File: config.mk
export PLATFORM = sky130hd
export DESIGN_NAME = arb_requester_flat
export DESIGN_NICKNAME = d
export VERILOG_FILES = /design/src/rtl/arb_req_pkg.sv /design/src/rtl/arb_requester_if.sv /design/src/rtl/arb_req_fifo.sv /design/src/rtl/arb_requester.sv /design/src/flat_wrapper.sv
export SDC_FILE = /design/constraint.sdc
export NUM_CORES = 1
export LEC_CHECK = 0
export ABC_AREA = 1
export BUFFER_PORTS_ARGS = -buffer_cell sky130_fd_sc_hd__buf_2
export CORE_MARGIN = 8
export CORE_UTILIZATION = 24
export CTS_CLUSTER_SIZE = 25
export DETAILED_ROUTE_END_ITERATION = 16
export PLACE_DENSITY = 0.47
export SYNTH_ARGS = -nofsm -noshare
export SYNTH_HDL_FRONTEND = slang
export SYNTH_SLANG_ARGS = --single-unit
File: constraint.sdc
create_clock -name clk -period 1.5 [get_ports clk]
set_input_delay 0.225 -clock clk [delete_from_list [all_inputs] [get_ports clk]]
set_output_delay 0.225 -clock clk [all_outputs]
set_load 0.02 [all_outputs]
File: src/rtl/arb_req_pkg.sv
// Shared constants for the arbiter requester: FSM encoding and default parameters.
package arb_req_pkg;

  localparam int DEF_DATA_WIDTH = 32;
  localparam int DEF_LEN_WIDTH  = 4;
  localparam int DEF_CMD_DEPTH  = 4;
  localparam int DEF_TIMEOUT    = 255;

  localparam logic [1:0] ST_IDLE = 2'd0;
  localparam logic [1:0] ST_REQ  = 2'd1;
  localparam logic [1:0] ST_XFER = 2'd2;
  localparam logic [1:0] ST_ACK  = 2'd3;

endpackage

File: src/rtl/arb_requester_if.sv
// Command, local-data, arbiter and shared-bus signals of one requester port.
interface arb_requester_if import arb_req_pkg::*; #(
  parameter int DATA_WIDTH = DEF_DATA_WIDTH,
  parameter int LEN_WIDTH  = DEF_LEN_WIDTH
);
  logic                  cmd_valid;
  logic                  cmd_ready;
  logic [LEN_WIDTH-1:0]  cmd_len;
  logic [DATA_WIDTH-1:0] s_data;
  logic                  s_valid;
  logic                  s_ready;
  logic                  request;
  logic                  acknowledge;
  logic                  grant;
  logic [DATA_WIDTH-1:0] m_data;
  logic                  m_valid;
  logic                  m_last;
  logic                  m_ready;
  logic                  busy;
  logic                  timeout;

  modport master (
    input  cmd_valid, cmd_len, s_data, s_valid, grant, m_ready,
    output cmd_ready, s_ready, request, acknowledge, m_data, m_valid, m_last, busy, timeout
  );

  modport slave (
    output cmd_valid, cmd_len, s_data, s_valid, grant, m_ready,
    input  cmd_ready, s_ready, request, acknowledge, m_data, m_valid, m_last, busy, timeout
  );
endinterface

File: src/rtl/arb_req_fifo.sv
// Show-ahead command FIFO: head visible the cycle after a write; caller must not push when full
// (unless popping) nor pop when empty.
module arb_req_fifo #(
  parameter int WIDTH = 4,
  parameter int DEPTH = 4
) (
  input  logic             clk,
  input  logic             rst,
  input  logic             push,
  input  logic [WIDTH-1:0] wr_dat,
  input  logic             pop,
  output logic [WIDTH-1:0] rd_dat,
  output logic             full,
  output logic             empty
);
  localparam int AW = $clog2(DEPTH);

  logic [WIDTH-1:0] mem [DEPTH];
  logic [AW:0]      wr_ptr;
  logic [AW:0]      rd_ptr;

  always_ff @(posedge clk) begin
    if (rst) begin
      wr_ptr <= '0;
      rd_ptr <= '0;
    end else begin
      if (push) wr_ptr <= wr_ptr + 1'b1;
      if (pop)  rd_ptr <= rd_ptr + 1'b1;
    end
  end

  always_ff @(posedge clk) begin
    if (push) mem[wr_ptr[AW-1:0]] <= wr_dat;
  end

  assign rd_dat = mem[rd_ptr[AW-1:0]];
  assign empty  = (wr_ptr == rd_ptr);
  assign full   = (wr_ptr[AW-1:0] == rd_ptr[AW-1:0]) && (wr_ptr[AW] != rd_ptr[AW]);
endmodule

File: src/rtl/arb_requester.sv
// Arbiter client: queued burst -> held request -> grant -> burst -> 1-cycle acknowledge; request 2 cycles
// after a command is offered, 1 beat/cycle, stalls on grant/m_ready. ARB_REQ_TIMEOUT_EN adds a grant watchdog.
module arb_requester import arb_req_pkg::*; #(
  parameter int DATA_WIDTH = DEF_DATA_WIDTH,
  parameter int LEN_WIDTH  = DEF_LEN_WIDTH,
  parameter int CMD_DEPTH  = DEF_CMD_DEPTH,
  parameter int TIMEOUT    = DEF_TIMEOUT
) (
  input logic           clk,
  input logic           rst,
  arb_requester_if.master bus
);
  logic [1:0]           state;
  logic [LEN_WIDTH-1:0] len_reg;
  logic [LEN_WIDTH-1:0] beat_cnt;
  logic [LEN_WIDTH-1:0] head_len;
  logic                 fifo_full;
  logic                 fifo_empty;
  logic                 pop;
  logic                 push;
  logic                 in_xfer;
  logic                 beat;
  logic                 request_q;
  logic                 ack_q;
  logic                 timeout_q;
  logic                 unused_cfg;

  // Data width is carried by the interface; the limit only matters with the watchdog.
  assign unused_cfg = (DATA_WIDTH != 0) | (TIMEOUT != 0);

  assign pop     = (state == ST_IDLE) && !fifo_empty;
  // A pop in the same cycle frees the head slot, so a full FIFO still accepts.
  assign bus.cmd_ready = !fifo_full || pop;
  assign push    = bus.cmd_valid && bus.cmd_ready;

  arb_req_fifo #(
    .WIDTH (LEN_WIDTH),
    .DEPTH (CMD_DEPTH)
  ) u_fifo (
    .clk    (clk),
    .rst    (rst),
    .push   (push),
    .wr_dat (bus.cmd_len),
    .pop    (pop),
    .rd_dat (head_len),
    .full   (fifo_full),
    .empty  (fifo_empty)
  );

  assign in_xfer     = (state == ST_XFER);
  assign bus.m_valid = in_xfer && bus.s_valid && bus.grant;
  assign bus.s_ready = in_xfer && bus.m_ready && bus.grant;
  assign bus.m_data  = bus.s_data;
  assign bus.m_last  = in_xfer && (beat_cnt == len_reg);
  assign beat        = bus.m_valid && bus.m_ready;

  assign bus.request     = request_q;
  assign bus.acknowledge = ack_q;
  assign bus.busy        = (state != ST_IDLE) || !fifo_empty;
  assign bus.timeout     = timeout_q;

`ifdef ARB_REQ_TIMEOUT_EN
  localparam int WAIT_W = $clog2(TIMEOUT + 1);
  logic [WAIT_W-1:0] wait_cnt;
`endif

  always_ff @(posedge clk) begin
    if (rst) begin
      state     <= ST_IDLE;
      request_q <= 1'b0;
      ack_q     <= 1'b0;
      len_reg   <= '0;
      beat_cnt  <= '0;
      timeout_q <= 1'b0;
`ifdef ARB_REQ_TIMEOUT_EN
      wait_cnt  <= '0;
`endif
    end else begin
      timeout_q <= 1'b0;
      case (state)
        ST_IDLE: begin
          if (pop) begin
            len_reg   <= head_len;
            beat_cnt  <= '0;
            request_q <= 1'b1;
            state     <= ST_REQ;
`ifdef ARB_REQ_TIMEOUT_EN
            wait_cnt  <= '0;
`endif
          end
        end
        ST_REQ: begin
          if (bus.grant) begin
            state <= ST_XFER;
`ifdef ARB_REQ_TIMEOUT_EN
          end else if (wait_cnt == WAIT_W'(TIMEOUT - 1)) begin
            // Expiry drops the command; grant on the same edge takes priority above.
            timeout_q <= 1'b1;
            request_q <= 1'b0;
            state     <= ST_IDLE;
          end else begin
            wait_cnt <= wait_cnt + 1'b1;
`endif
          end
        end
        ST_XFER: begin
          if (beat) begin
            if (beat_cnt == len_reg) begin
              request_q <= 1'b0;
              ack_q     <= 1'b1;
              state     <= ST_ACK;
            end else begin
              beat_cnt <= beat_cnt + 1'b1;
            end
          end
        end
        default: begin
          ack_q <= 1'b0;
          state <= ST_IDLE;
        end
      endcase
    end
  end
endmodule

File: src/flat_wrapper.sv
// flat-port wrapper written by rule: the top's interface ports become plain ports
module arb_requester_flat import arb_req_pkg::*;
#(
  parameter int DATA_WIDTH = DEF_DATA_WIDTH,
  parameter int LEN_WIDTH  = DEF_LEN_WIDTH,
  parameter int CMD_DEPTH  = DEF_CMD_DEPTH,
  parameter int TIMEOUT    = DEF_TIMEOUT
)
  (clk, rst, bus_cmd_valid, bus_cmd_len, bus_s_data, bus_s_valid, bus_grant, bus_m_ready, bus_cmd_ready, bus_s_ready, bus_request, bus_acknowledge, bus_m_data, bus_m_valid, bus_m_last, bus_busy, bus_timeout);
  arb_requester_if #(.DATA_WIDTH(DATA_WIDTH), .LEN_WIDTH(LEN_WIDTH)) bus_i ();
  input logic clk;
  input logic rst;
  input wire logic [$bits(bus_i.cmd_valid)-1:0] bus_cmd_valid;
  input wire logic [$bits(bus_i.cmd_len)-1:0] bus_cmd_len;
  input wire logic [$bits(bus_i.s_data)-1:0] bus_s_data;
  input wire logic [$bits(bus_i.s_valid)-1:0] bus_s_valid;
  input wire logic [$bits(bus_i.grant)-1:0] bus_grant;
  input wire logic [$bits(bus_i.m_ready)-1:0] bus_m_ready;
  output wire logic [$bits(bus_i.cmd_ready)-1:0] bus_cmd_ready;
  output wire logic [$bits(bus_i.s_ready)-1:0] bus_s_ready;
  output wire logic [$bits(bus_i.request)-1:0] bus_request;
  output wire logic [$bits(bus_i.acknowledge)-1:0] bus_acknowledge;
  output wire logic [$bits(bus_i.m_data)-1:0] bus_m_data;
  output wire logic [$bits(bus_i.m_valid)-1:0] bus_m_valid;
  output wire logic [$bits(bus_i.m_last)-1:0] bus_m_last;
  output wire logic [$bits(bus_i.busy)-1:0] bus_busy;
  output wire logic [$bits(bus_i.timeout)-1:0] bus_timeout;
  assign bus_i.cmd_valid = bus_cmd_valid;
  assign bus_i.cmd_len = bus_cmd_len;
  assign bus_i.s_data = bus_s_data;
  assign bus_i.s_valid = bus_s_valid;
  assign bus_i.grant = bus_grant;
  assign bus_i.m_ready = bus_m_ready;
  assign bus_cmd_ready = bus_i.cmd_ready;
  assign bus_s_ready = bus_i.s_ready;
  assign bus_request = bus_i.request;
  assign bus_acknowledge = bus_i.acknowledge;
  assign bus_m_data = bus_i.m_data;
  assign bus_m_valid = bus_i.m_valid;
  assign bus_m_last = bus_i.m_last;
  assign bus_busy = bus_i.busy;
  assign bus_timeout = bus_i.timeout;
  arb_requester #(.DATA_WIDTH(DATA_WIDTH), .LEN_WIDTH(LEN_WIDTH), .CMD_DEPTH(CMD_DEPTH), .TIMEOUT(TIMEOUT)) u_core (.clk(clk), .rst(rst), .bus(bus_i));
endmodule
Word-level counts from Yosys, hierarchy flattened
Memory sizes are Yosys's and may differ from the RTL's. A register that Yosys moved wholly into a read port is not among the register bits.
Index checks and enable logic that the tools add are counted.
{ "totals": {"reg_bits": 14, "mem_bits_rw": 16, "input_bits": 42, "out_inout_bits": 40, "word_cells": 62, "n_memories": 1} }
{ "mem_list": {"columns": ["name", "depth", "word_bits", "rd", "rd_clocked_by_memory_dff", "write_ports", "line", "text"], "rows": [
  ["u_core.u_fifo.mem", 4, 4, 1, 1, 1, "arb_req_fifo.sv:18", "logic [WIDTH-1:0] mem [DEPTH];"]
]} }
{ "classes": {"n_addsub": 3, "eq_ne": 11, "muxes": 18, "bitwise": 1, "n_reduce_logical": 22} }
{ "ops": {"columns": ["cell", "count"], "rows": [
  ["$mux 4", 3],
  ["$reduce_and 4->1", 3],
  ["$logic_and 1x1->1", 9],
  ["$mux 2", 4],
  ["$ne 2x2->1 const B", 4],
  ["$pmux 4 s2", 1],
  ["$mux 1", 7],
  ["$add 3x1->3 const B", 2],
  ["$pmux 2 s3", 1],
  ["$add 4x1->4 const B", 1],
  ["$eq 4x4->1", 1],
  ["$pmux 1 s2", 2],
  ["$reduce_bool 2->1", 2],
  ["$eq 3x3->1", 1],
  ["$reduce_and 3->1", 1],
  ["$eq 2x1->1 const B", 1],
  ["$eq 2x2->1", 1],
  ["$eq 2x2->1 const B", 1],
  ["$logic_not 1->1", 2],
  ["$logic_not 2->1", 1],
  ["$logic_or 1x1->1", 2],
  ["$ne 2x1->1 const B", 1],
  ["$reduce_and 2->1", 1],
  ["$reduce_or 2->1", 1],
  ["other kinds (2)", 2]
]} }

Depth between registers and ports, before layout
{ "logic_depth": {"depth_word": 7, "ltp_mapped": 13} }

By module
A second synthesis with hierarchy kept.
{ "hier_totals": {"hier_cells": 266, "hier_area_um2": 2119.5} }
{ "modules_own_cells": {"columns": ["module", "instances", "cells_per_inst", "area_each_um2"], "rows": [
  ["arb_req_fifo", 1, 116, 1088.5],
  ["arb_requester", 1, 150, 1031.0]
]} }

Worst setup path after synthesis
OpenSTA, ideal clock, no wires.
{ "synth_timing": {"path_kind": "register to register", "from": "reg u_core.state[0]", "to": "mem u_core.u_fifo.mem[0][0], enable pin", "setup_time_ps": 329, "arrival_ps": 1236, "setup_slack_ps": -65, "path_stages_with_launch": 7, "n_path_buf": 0, "synth_period_minus_slack_ps": 1565, "path_cell_list": "dfxtp_1 -> inv_1 -> ha_1 -> nor2_1 -> nand3_2 -> nand2_4 -> nor2_1"} }
{ "synth_between": {"elab_chain_len": 6} }
{ "synth_rtl": {"columns": ["item", "line", "text"], "rows": [
  ["from (decl)", "arb_requester.sv:13", "logic [1:0] state;"],
  ["from (signal assigned)", "arb_requester.sv:69", "state <= ST_IDLE;"],
  ["from (signal assigned)", "arb_requester.sv:86", "state <= ST_REQ;"],
  ["from (signal assigned)", "arb_requester.sv:94", "state <= ST_XFER;"],
  ["$logic_not 2->1", "arb_requester.sv:31", "assign pop = (state == ST_IDLE) && !fifo_empty;"],
  ["$logic_and 1x1->1", "arb_requester.sv:31", null],
  ["$logic_or 1x1->1", "arb_requester.sv:33", "assign bus.cmd_ready = !fifo_full || pop;"],
  ["named net bus_cmd_ready", "flat_wrapper.sv:19", "output wire logic [$bits(bus_i.cmd_ready)-1:0] bus_cmd_ready;"],
  ["$logic_and 1x1->1", "arb_requester.sv:34", "assign push = bus.cmd_valid && bus.cmd_ready;"],
  ["$mux 1", "arb_req_fifo.sv:33", "if (push) mem[wr_ptr[AW-1:0]] <= wr_dat;"],
  ["$mux 1 (not written as such)", "arb_req_fifo.sv:33", null],
  ["to (decl)", "arb_req_fifo.sv:18", null]
]} }
The timed path passes the listed nets, and every way through them passes these cells.

Worst setup path in the final report
{ "layout_timing": {"from": "reg u_core.u_fifo.wr_ptr[2]", "to": "out bus_cmd_ready"} }
{ "layout_between": {"elab_chain_len": 4} }
{ "layout_rtl": {"columns": ["item", "line", "text"], "rows": [
  ["from (decl)", "arb_req_fifo.sv:19", "logic [AW:0] wr_ptr;"],
  ["from (signal assigned)", "arb_req_fifo.sv:27", "if (push) wr_ptr <= wr_ptr + 1'b1;"],
  ["$eq 3x3->1 / $ne 1x1->1 (equally long branches)", "arb_req_fifo.sv:37, arb_req_fifo.sv:38", null],
  ["$logic_not 1->1 / $logic_and 1x1->1 (equally long branches)", "arb_requester.sv:31, arb_req_fifo.sv:38", null],
  ["$logic_and 1x1->1 / $logic_not 1->1 (equally long branches)", "arb_requester.sv:31, arb_requester.sv:33", null],
  ["$logic_or 1x1->1 (*)", "arb_requester.sv:33", null],
  ["to (decl)", "flat_wrapper.sv:19", null]
]} }
Mark *: on every way between the ends. The rest lies on a longest branch, timed or not.

==> flow_summary.ini <==
[run_status]
status = finished clean

[finish]
diodes = 0
fillers = 883
drive_above_1_share_pct = 40.00
syn_to_final_growth_pct = 17.02
largest_register_ffs = 16
finalCoreUtilization_pct = 28.99
nets = 300

[setup_path]
path_max_fanout = 3
startpoint_type = flop
crit_top_cell = buf_6
end_kind = output port
crit_path_max_incr_delay_ps = 340
regToRegStartpoint = u_core.state[0]$_SDFFE_PP0P_
required_ps = 1270
crit_path_start = u_core.u_fifo.wr_ptr[2]$_SDFFE_PP0P_
crit_slowest_cell = dfxtp_2
critPathArrivalTime_ps = 1270
path_class = reg2out
path_cells = inv_1 > nand2_1 > nand2_2 > nor2_4 > nand3_2 > buf_6 > buf_6

[place]
gp_congestion = 0.7346
dp_hpwl_um = 2879
portBuffers = 16

[clocking]
cts_hold_buf = 0
path_clk_slew_ps = 70
cts_max_path_buffers = 2
cts_tree = built
htreeDepth = 2
numCtsBuffers = 5
cts-root-buf = clkbuf_8
cts.sinks = 34
clk_latency_ps = 280

[grt]
gr-usage-all-layers_pct = 6.711
grt_first_pass_wirelength_um = 6258
antenna_found_initial = 0
globalRoute.totalOverflow = 0
grt_max_degree = 16
grt_pass1_vias = 1400

[synth]
synth_top_area_share_pct = 23.60
synth_area_leaders = edfxtp_1, dfxtp_1, buf_4
syn_area_per_cell_sq_um = 8.518
ys_async_sr_fraction_pct = 0
synth_edf_count = 16
ys_ff_latch = 34
synth_cells = 239
yosysTopAreaCell = edfxtp_1
ys.flop_type = dfxtp_1
synth_cell_type_count = 28
syn_area_sq_um = 2036
yosys_warnings = 0
synth_nets = 290
seq_area_frac_synth_pct = 41.30

[sta]
hold_violations = 0
rsz0062_at_grt = yes
setup_viol = 0
finalCriticalPeriod_ps = 1492
fmax_ghz = 0.6702
finalCritPeriodShare_pct = 99.47
setup_tns_ps = 0
slew_violations = 0
hold_ws_ps = 144.3
fin_skew_ps = 1.704

[route]
routed_wl_um = 3759
vias_per_cell = 4.048
drc_errors = 0
drt-pass1-iter-count = 4
ant_nets = 0
drtIter0Drc = 56
via_count = 1437
wire_per_inst_um = 10.59

[power]
irDropWorstVdd_mv = 0.6405
combPwrFrac_pct = 54.1
p_switching_mw = 1.710
seqPwrFrac_pct = 30.8
p_leak_nw = 1.004
clkPwrFrac_pct = 15.1
total_power_mw = 4.223
p_int_mw = 2.512
switching_share_pct = 40.50
power.density_nw_per_um2 = 1773

[die]
start_util_pct = 24.78
die_h_um = 108.1
fp.coreArea_sq_um = 8217
die_area_sq_um = 11690
die_x_um = 108.1
rows = 33
ios = 82

[hold_path]
min_path_type = in2reg
min_from = rst

[flow_run]
maxCapViolCount = 0
## cells in the final DEF (no fill, tap or decap), types with 9 or more instances in the layout
master	count
nand2_1	31
buf_2	12
a21oi_1	15
o21ai_0	12
dfxtp_2	9
inv_1	20
inv_2	9
nor2_1	24
buf_4	21
nand2_2	11
edfxtp_1	16
## path summary, 6_finish.rpt
kind,endpoint,slack [ps],cells after the start
hold / removal,u_core.beat_cnt[2]$_SDFFE_PP0P_,140,2
hold reg to reg,u_core.bus.request$_SDFFE_PP0P_,460,2
setup reg to reg,u_core.beat_cnt[0]$_SDFFE_PP0P_,100,10
setup / recovery,bus_cmd_ready,8,7
## power groups by stage
stage	Combinational [mW]	Clock [mW]	Sequential, mW
detailed placement	1.89	0	1.29
CTS	2.13	0.663	1.29
global route	2.56	0.705	1.33
global placement	1.88	0	1.29
floorplan	1.52	0	1.28
finish	2.28	0.636	1.30
## synthesized netlist by cell type (2+ instances only)
cell,count
nand2_1,37
buf_4,34
nor2_1,29
inv_1,26
dfxtp_1,18
edfxtp_1,16
a21oi_1,15
o21ai_0,12
ha_1,9
nand2_2,5
o21ai_1,5
inv_2,4
nand3_2,4
o22ai_1,4
buf_6,3
nand2_4,3
nand3_1,3
nor2_2,2
## logic make-up (layout without fill, tap and decap cells)
kind of cell             Yosys count  in the layout  share of synthesized area (%)
AND/OR/NAND/NOR                   87             87                          21.88
buffers and inverters             68             79                          19.97
AO/OA/AOI/OAI                     38             38                          10.26
flip-flops                        34             34                          41.30
adder cells (fa/ha/maj)            9              9                          5.532
XOR/XNOR                           2              2                         0.8606
other                              1              1                         0.1842
## timing repair
action                                  CTS  global route
gates resized for setup                  32            24
pin swaps                                 2            11
setup buffers                             3             5
endpoints found under the setup margin   18            19
## worst max-delay path, delay by kind of cell (launching register included)
kind,cells,cell delay (ps)
flip-flops,1,340
AND/OR/NAND/NOR,4,370
buffers and inverters,3,290
## final cells by class
cell class / instances / area (sq um) / share of cell area, %
Clock buffer: 6 / 72.57 / 3.046
Timing Repair Buffer: 41 / 307.8 / 12.92
Multi-Input combinational cell: 137 / 883.3 / 37.08
Tap cell: 105 / 131.4 / 5.515
Sequential cell: 34 / 863.3 / 36.24
Inverter: 30 / 115.1 / 4.832
Clock inverter: 2 / 8.758 / 0.3676
## metal layers
metal | global-route usage (%) | routed length [um] | vias to the layer above
li1 | - | - | 747
met1 | 7.646 | 1723 | 629
met2 | 10.51 | 1706 | 42
met3 | 2.439 | 240 | 19
met4 | 4.163 | 88 | 0
met5 | 0 | 0 | -
## metrics by stage
stage	cell area (sq um)	worst slack, ps	cells
after floorplan	2038	6.300	239
after global placement	2083	-42.97	339
after detailed placement	2083	-47.22	339
after CTS	2283	-36.53	350
after global routing	2382	-77.48	355
final	2382	7.950	355
No activity file was read; power rests on OpenSTA's default activity.
